$ cat src/rtl/multi_div_pkg.sv
// multi_div_pkg: op encoding and FSM state type shared by the multiply/divide unit
package multi_div_pkg;
  localparam logic [1:0] OP_MULT  = 2'b00;
  localparam logic [1:0] OP_MULTU = 2'b01;
  localparam logic [1:0] OP_DIV   = 2'b10;
  localparam logic [1:0] OP_DIVU  = 2'b11;
  typedef enum logic [1:0] {ST_IDLE, ST_CALC, ST_FIX, ST_DONE} state_t;
endpackage

$ cat src/rtl/multi_div_seq_md_iter_step.sv
// md_iter_step: one combinational iteration (multiply add-shift or divide shift-subtract)
module md_iter_step #(
  parameter int WIDTH = 32
) (
  input  logic               is_div,
  input  logic [2*WIDTH:0]   acc,
  input  logic [WIDTH-1:0]   opnd,
  output logic [2*WIDTH:0]   acc_nxt
);
  logic [WIDTH:0]   sum;
  logic [2*WIDTH:0] mt;
  logic [2*WIDTH:0] sh;
  logic [WIDTH+1:0] diff;
  // acc is {hi(W+1),lo(W)}: product accumulator for multiply, {rem,quot} for divide
  always_comb begin
    sum     = acc[2*WIDTH:WIDTH] + {1'b0, opnd};
    mt      = acc[0] ? {sum, acc[WIDTH-1:0]} : acc;
    sh      = {acc[2*WIDTH-1:0], 1'b0};
    diff    = {1'b0, sh[2*WIDTH:WIDTH]} - {2'b0, opnd};
    acc_nxt = is_div ? (diff[WIDTH+1] ? sh : {diff[WIDTH:0], sh[WIDTH-1:1], 1'b1})
                     : {1'b0, mt[2*WIDTH:1]};
  end
endmodule

$ cat src/rtl/multi_div_seq.sv
// multi_div_seq: iterative signed/unsigned multiply/divide, one bit per clock; MULTI_DIV_SEQ_EARLY_EXIT_EN enables trivial-case early exit
module multi_div_seq
  import multi_div_pkg::*;
#(
  parameter int WIDTH = 32
) (
  input  logic             clk,
  input  logic             reset,
  input  logic             start,
  input  logic [1:0]       op,
  input  logic [WIDTH-1:0] data_a,
  input  logic [WIDTH-1:0] data_b,
  output logic             busy,
  output logic             done,
  output logic [WIDTH-1:0] out_high,
  output logic [WIDTH-1:0] out_low,
  output logic             div_zero
);
  localparam int CNT_W = $clog2(WIDTH + 1);
  state_t state_q, state_d;
  logic [2*WIDTH:0] acc_q, acc_d, acc_step, acc_init;
  logic [WIDTH-1:0] opnd_q, opnd_d, out_high_q, out_high_d, out_low_q, out_low_d;
  logic [CNT_W-1:0] cnt_q, cnt_d;
  logic div_q, div_d, neg_q, neg_d, rneg_q, rneg_d, zb_q, zb_d;
  logic busy_q, busy_d, done_q, done_d, div_zero_q, div_zero_d;
  logic is_div, is_sgn, a_s, b_s, zero_div, lt, early, accept;
  logic [WIDTH-1:0] a_mag, b_mag, q_mag, r_mag;
  logic [2*WIDTH-1:0] prod_s;
  assign is_div   = (op == OP_DIV) || (op == OP_DIVU);
  assign is_sgn   = (op == OP_MULT) || (op == OP_DIV);
  assign a_s      = is_sgn & data_a[WIDTH-1];
  assign b_s      = is_sgn & data_b[WIDTH-1];
  assign a_mag    = a_s ? -data_a : data_a;
  assign b_mag    = b_s ? -data_b : data_b;
  assign zero_div = is_div && (data_b == '0);
  assign accept   = (state_q == ST_IDLE) && start;
`ifdef MULTI_DIV_SEQ_EARLY_EXIT_EN
  assign lt    = a_mag < b_mag;
  assign early = is_div ? (lt || (b_mag == WIDTH'(1))) : ((data_a == '0) || (data_b == '0));
`else
  assign lt    = 1'b0;
  assign early = 1'b0;
`endif
  md_iter_step #(.WIDTH(WIDTH)) u_step (
    .is_div  (div_q),
    .acc     (acc_q),
    .opnd    (opnd_q),
    .acc_nxt (acc_step)
  );
  // state register
  always_ff @(posedge clk or posedge reset)
    if (reset) state_q <= ST_IDLE;
    else       state_q <= state_d;
  // next-state logic
  always_comb begin
    state_d = (state_q == ST_IDLE) ? (start ? (zero_div ? ST_DONE : early ? ST_FIX : ST_CALC) : ST_IDLE) :
              (state_q == ST_CALC) ? ((cnt_q == CNT_W'(1)) ? ST_FIX : ST_CALC) :
              (state_q == ST_FIX)  ? ST_DONE : ST_IDLE;
  end
  // datapath and output next values; early-exit starts preload the final accumulator
  always_comb begin
    acc_init   = is_div ? (lt ? {1'b0, a_mag, {WIDTH{1'b0}}} : {{(WIDTH+1){1'b0}}, a_mag})
                        : (early ? '0 : {{(WIDTH+1){1'b0}}, b_mag});
    acc_d      = accept ? acc_init : (state_q == ST_CALC) ? acc_step : acc_q;
    opnd_d     = accept ? (is_div ? b_mag : a_mag) : opnd_q;
    div_d      = accept ? is_div : div_q;
    neg_d      = accept ? (a_s ^ b_s) : neg_q;
    rneg_d     = accept ? a_s : rneg_q;
    zb_d       = accept ? zero_div : zb_q;
    cnt_d      = accept ? CNT_W'(WIDTH) : (state_q == ST_CALC) ? cnt_q - CNT_W'(1) : cnt_q;
    busy_d     = accept ? 1'b1 : (state_q == ST_DONE) ? 1'b0 : busy_q;
    done_d     = state_q == ST_DONE;
    div_zero_d = accept ? 1'b0 : ((state_q == ST_DONE) && zb_q) ? 1'b1 : div_zero_q;
    prod_s     = neg_q ? -acc_q[2*WIDTH-1:0] : acc_q[2*WIDTH-1:0];
    q_mag      = acc_q[WIDTH-1:0];
    r_mag      = acc_q[2*WIDTH-1:WIDTH];
    out_high_d = (state_q != ST_FIX) ? out_high_q : div_q ? (rneg_q ? -r_mag : r_mag) : prod_s[2*WIDTH-1:WIDTH];
    out_low_d  = (state_q != ST_FIX) ? out_low_q  : div_q ? (neg_q ? -q_mag : q_mag) : prod_s[WIDTH-1:0];
  end
  // datapath and output registers
  always_ff @(posedge clk or posedge reset)
    if (reset) begin
      acc_q      <= '0;
      opnd_q     <= '0;
      div_q      <= 1'b0;
      neg_q      <= 1'b0;
      rneg_q     <= 1'b0;
      zb_q       <= 1'b0;
      cnt_q      <= '0;
      busy_q     <= 1'b0;
      done_q     <= 1'b0;
      div_zero_q <= 1'b0;
      out_high_q <= '0;
      out_low_q  <= '0;
    end else begin
      acc_q      <= acc_d;
      opnd_q     <= opnd_d;
      div_q      <= div_d;
      neg_q      <= neg_d;
      rneg_q     <= rneg_d;
      zb_q       <= zb_d;
      cnt_q      <= cnt_d;
      busy_q     <= busy_d;
      done_q     <= done_d;
      div_zero_q <= div_zero_d;
      out_high_q <= out_high_d;
      out_low_q  <= out_low_d;
    end
  assign busy     = busy_q;
  assign done     = done_q;
  assign out_high = out_high_q;
  assign out_low  = out_low_q;
  assign div_zero = div_zero_q;
endmodule
$ cat config.mk
export PLATFORM = sky130hd
export DESIGN_NAME = multi_div_seq
export DESIGN_NICKNAME = d
export VERILOG_FILES = /design/src/rtl/multi_div_pkg.sv /design/src/rtl/multi_div_seq_md_iter_step.sv /design/src/rtl/multi_div_seq.sv
export SDC_FILE = /design/constraint.sdc
export NUM_CORES = 1
export LEC_CHECK = 0
export ABC_AREA = 1
export ABC_CLOCK_PERIOD_IN_PS = 8600
export CAP_MARGIN = 0
export CELL_PAD_IN_SITES_DETAIL_PLACEMENT = 1
export CELL_PAD_IN_SITES_GLOBAL_PLACEMENT = 1
export CORE_MARGIN = 4
export CORE_UTILIZATION = 35
export DETAILED_ROUTE_END_ITERATION = 8
export PLACE_DENSITY_LB_ADDON = 0.1
export SLEW_MARGIN = 20
export SYNTH_ARGS = -nofsm -noshare
export SYNTH_HDL_FRONTEND = slang
export SYNTH_SLANG_ARGS = --single-unit
export TNS_END_PERCENT = 30
$ cat constraint.sdc
create_clock -name clk -period 8.6 [get_ports clk]
set_input_delay 2.15 -clock clk [delete_from_list [all_inputs] [get_ports clk]]
set_output_delay 2.15 -clock clk [all_outputs]
set_load 0.01 [all_outputs]
==> impl_summary.md <==
CTS
The number of buffers added for setup after CTS is 0. The H-tree depth is 4. After clock tree synthesis, the repair step resized 0 gates. The TritonCTS clock tree is done. The number of hold buffers added after CTS was 0. The register clock-pin slew on the reported worst setup and hold paths is 80 ps.

CTS placed an instance of sky130_fd_sc_hd__clkbuf_16 at the clock tree root. The maximum count of clock buffers along a single path is 2. The clock reaches the later pin of the worst-skew pair after 510 ps. The number of clock sinks is 176.

Clock tree synthesis inserted a total of 17 buffers.

Setup path
The number of cells traversed by the worst register-to-register path is 9. At the worst endpoint, the required time is 9000 ps. The class of the most critical setup path is input pin to register. Setup slack on the worst reg-to-reg path comes out at 4610 ps. STA classifies the critical path startpoint as an input pin. The data arrival time of the critical path is 5480 ps.

In this run the critical register-to-register path is launched from state_q[0]. Of all nets on the critical path, the largest fanout is 41. In this run the critical register-to-register path is captured at acc_q[14]. The worst setup path is captured at a register.

Timing
The max-slew violation count is 0. The final critical path takes up 59.1% of the cycle. The achievable frequency is 197 MHz.

The maximum clock skew at final layout is 16.7 ps. At the pin with the least slew margin, the transition time is 1040 ps. Setup repair after global routing left no endpoint under its margin. The sum of negative setup slack is 0 ps.

Measured against its own limit, the worst slew margin works out to 30.6%. The shortest period the worst path allows is 5090 ps. The count of endpoints failing setup in the final report is 0. The count of final hold-check violations is 0.

Logic synthesis
The post-synthesis instance area is 18200 um2. Among all flip-flop cells after synthesis, the most frequent one is sky130_fd_sc_hd__dfrtp_1. In the synthesized netlist the async set-or-reset flop fraction comes to 100%. The average cell area after synthesis is 5.83 um2. The netlist uses 55 different library cells. For this run, the register share of the synthesized area comes to 24.2%.

The post-synth net total is 3266. The number of flip-flops and latches in the synthesized netlist is 176. In this run, synthesis inferred 0 flip-flops with an integrated enable. The Yosys step of the flow raised 0 warnings. The gate count after technology mapping is 3125.

Drt
The post-route DRC violation count is 0. The count of nets left with antenna violations once routing finished came out at 0. The ratio of routed vias to standard cells is 5.40.

The via count of the routed design is 21100. The per-cell routed wire length is 23.0 um. The detailed router finished its first iteration with 1771 violations. The first-pass detailed-route iteration total is 6.

The routed wire length is 89.9 mm.

Flow run
The number of max-cap violations is 0.

GRT
The number of antenna violations at the first check in global routing is 2. Global routing used 31.5% of the available tracks across all layers. The number of global-route vias before repair is 21200. Entering global routing, the biggest net connects 149 pins. The global-route wire length before repair is 134 mm. The leftover overflow at the end of global routing is 0.

Final layout
0 antenna diodes ended up in the layout. The core utilization of the finished layout is 40.6%. The area added between synthesis and finish is 14.4%. The share of post-route cells with drive strength above 1 is 4.19%. In the final design database the tool counted 3352 nets.

Floorplanning
For this configuration, the core starts out at a cell density of 35.5%. The die outline width is 236 um. The y dimension of the die is 236 um. During I/O placement, the number of pins put on the boundary was 136. The floorplan step defined a die boundary enclosing 55800 um2. The floorplan row count is 83. The core region area is 51400 um2.

Power
Across the VDD grid, the largest voltage drop is 0.219 mV. The design draws 9.93 mW. Power spread over the standard cell area amounts to 476 nW/um2. The analysis attributes to cell leakage a power of 10.5 nW.

Placement
The number of buffers added on ports is 135. The detailed placement HPWL is 74.4 mm. Routability-driven placement finished with a final weighted congestion of 0.966.

Worst hold path
The worst hold path endpoint is out_high[28]. The startpoint identified for the worst hold timing path is out_high[28]. The type of the tightest min-delay check is register to register.

Counting instances, the worst hold path has a depth of 2.

Status
The flow ran to the end, and the final reports show no timing, DRC or antenna violations.
[worst max-delay path by stage]
stage	startpoint	slack [ps]	to
after floorplan	reset	1680	acc_q[0]
after global placement	start	3100	acc_q[23]
after detailed placement	start	3080	acc_q[9]
after CTS	start	3590	acc_q[14]
after global routing	start	3330	acc_q[10]
final	start	3510	acc_q[14]
[sequential cells by signal, indices dropped and copies added, names as in the netlist, 2 cells and up]
name,cells
acc_q,65
out_high,32
out_low,32
state_q,2
opnd_q,32
cnt_q,6
[cell type report]
cell class	instances	area (um2)
clock inverter	12	150
timing repair buffer	162	1570
clock buffer	20	447
tap	680	851
sequential	176	4410
fill	7035	30600
multi-input combinational	2381	11600
inverter	473	1780
[critical path, stage by stage]
cell                              delay [ps]
sky130_fd_sc_hd__clkdlybuf4s50_1         420
sky130_fd_sc_hd__nand3_2                  70
sky130_fd_sc_hd__buf_4                   440
sky130_fd_sc_hd__inv_2                   470
sky130_fd_sc_hd__nor2_4                  720
sky130_fd_sc_hd__buf_4                   470
sky130_fd_sc_hd__inv_2                   330
sky130_fd_sc_hd__o21ai_0                 300
sky130_fd_sc_hd__inv_1                    60
[power breakdown]
| group | total [mW] | switching [mW] | internal [mW] | leakage, nW |
|---|---|---|---|---|
| clock network | 0.841 | 0.398 | 0.443 | 0.291 |
| logic | 7.22 | 4.98 | 2.24 | 8.02 |
| registers | 1.87 | 0.693 | 1.17 | 2.20 |
[kinds of logic after synthesis]
logic type / count (synthesis) / share of synthesized area (%)
adders and majority gates: 72 / 5.03
AOI/OAI and AO/OA: 365 / 11.4
muxes: 1 / 0.0549
xor gates and xnor gates: 96 / 4.61
DFF: 176 / 24.2
buffers and inverters: 568 / 12.0
and+or+nand+nor: 1847 / 42.7
[metal layers]
layer,track usage (%),vias up,part of all wire [%]
met2,47.0,661,42
met4,13.2,4,4.6
met5,0,-,0.030
met3,7.89,147,7.5
met1,43.4,10200,45
li1,-,10000,-
[synth_stat cells (3+ instances only)]
master | n | area [um2]
sky130_fd_sc_hd__o211ai_1 | 39 | 293
sky130_fd_sc_hd__nand2_1 | 1137 | 4270
sky130_fd_sc_hd__a22oi_1 | 8 | 60.1
sky130_fd_sc_hd__nand3_1 | 283 | 1420
sky130_fd_sc_hd__o21ai_1 | 16 | 80.1
sky130_fd_sc_hd__o21bai_1 | 3 | 22.5
sky130_fd_sc_hd__o21ai_0 | 149 | 746
sky130_fd_sc_hd__nor2_4 | 7 | 78.8
sky130_fd_sc_hd__clkinv_1 | 5 | 18.8
sky130_fd_sc_hd__a31oi_1 | 18 | 113
sky130_fd_sc_hd__inv_2 | 12 | 45.0
sky130_fd_sc_hd__o211ai_2 | 6 | 75.1
sky130_fd_sc_hd__dfrtp_1 | 176 | 4400
sky130_fd_sc_hd__nor4_1 | 6 | 37.5
sky130_fd_sc_hd__clkbuf_1 | 61 | 229
sky130_fd_sc_hd__nand4_1 | 45 | 282
sky130_fd_sc_hd__buf_4 | 3 | 22.5
sky130_fd_sc_hd__buf_2 | 19 | 95.1
sky130_fd_sc_hd__xor2_1 | 81 | 709
sky130_fd_sc_hd__inv_1 | 456 | 1710
sky130_fd_sc_hd__nor2_2 | 17 | 106
sky130_fd_sc_hd__buf_6 | 3 | 33.8
sky130_fd_sc_hd__and2_1 | 4 | 25.0
sky130_fd_sc_hd__or2_0 | 3 | 18.8
sky130_fd_sc_hd__a21o_1 | 4 | 30.0
sky130_fd_sc_hd__nand3_2 | 3 | 30.0
sky130_fd_sc_hd__a21oi_1 | 109 | 546
sky130_fd_sc_hd__xnor2_1 | 15 | 131
sky130_fd_sc_hd__buf_1 | 9 | 33.8
sky130_fd_sc_hd__nor2_1 | 271 | 1020
sky130_fd_sc_hd__nand2_4 | 3 | 33.8
sky130_fd_sc_hd__nor3_1 | 27 | 135
sky130_fd_sc_hd__o22ai_1 | 3 | 18.8
sky130_fd_sc_hd__nand3b_1 | 16 | 120
sky130_fd_sc_hd__or2_2 | 4 | 25.0
sky130_fd_sc_hd__ha_1 | 70 | 876
sky130_fd_sc_hd__nand2_2 | 10 | 62.6
sky130_fd_sc_hd__nor3_2 | 4 | 40.0
[through the flow]
| stage | hold slack [ps] | instance area, um2 | worst slack (ps) | std cells |
|---|---|---|---|---|
| global placement | 463 | 20200 | 3100 | 3872 |
| floorplan | 458 | 18200 | 1680 | 3125 |
| global route | 508 | 20800 | 3330 | 3904 |
| finish | 475 | 20800 | 3510 | 3904 |
| CTS | 483 | 20800 | 3590 | 3904 |
| detailed placement | 464 | 20200 | 3080 | 3872 |
[placed cells by master, fill, tap and decap left out, types with 10 or more instances in the layout]
master | Yosys | final
sky130_fd_sc_hd__o211ai_1 | 39 | 39
sky130_fd_sc_hd__nor3_1 | 27 | 27
sky130_fd_sc_hd__xnor2_1 | 15 | 15
sky130_fd_sc_hd__clkdlybuf4s50_1 | 0 | 135
sky130_fd_sc_hd__o21ai_1 | 16 | 16
sky130_fd_sc_hd__a21oi_1 | 109 | 109
sky130_fd_sc_hd__nand4_1 | 45 | 45
sky130_fd_sc_hd__nand3_1 | 283 | 283
sky130_fd_sc_hd__inv_1 | 456 | 454
sky130_fd_sc_hd__ha_1 | 70 | 70
sky130_fd_sc_hd__nand3b_1 | 16 | 16
sky130_fd_sc_hd__a31oi_1 | 18 | 18
sky130_fd_sc_hd__xor2_1 | 81 | 81
sky130_fd_sc_hd__nand2_1 | 1137 | 1137
sky130_fd_sc_hd__clkbuf_16 | 0 | 17
sky130_fd_sc_hd__dfrtp_1 | 176 | 175
sky130_fd_sc_hd__buf_4 | 3 | 26
sky130_fd_sc_hd__o21ai_0 | 149 | 149
sky130_fd_sc_hd__nor2_1 | 271 | 270
sky130_fd_sc_hd__nand2_2 | 10 | 10
sky130_fd_sc_hd__nor2_2 | 17 | 16
sky130_fd_sc_hd__inv_2 | 12 | 13
Note: power is estimated with default switching activity, not from simulation.
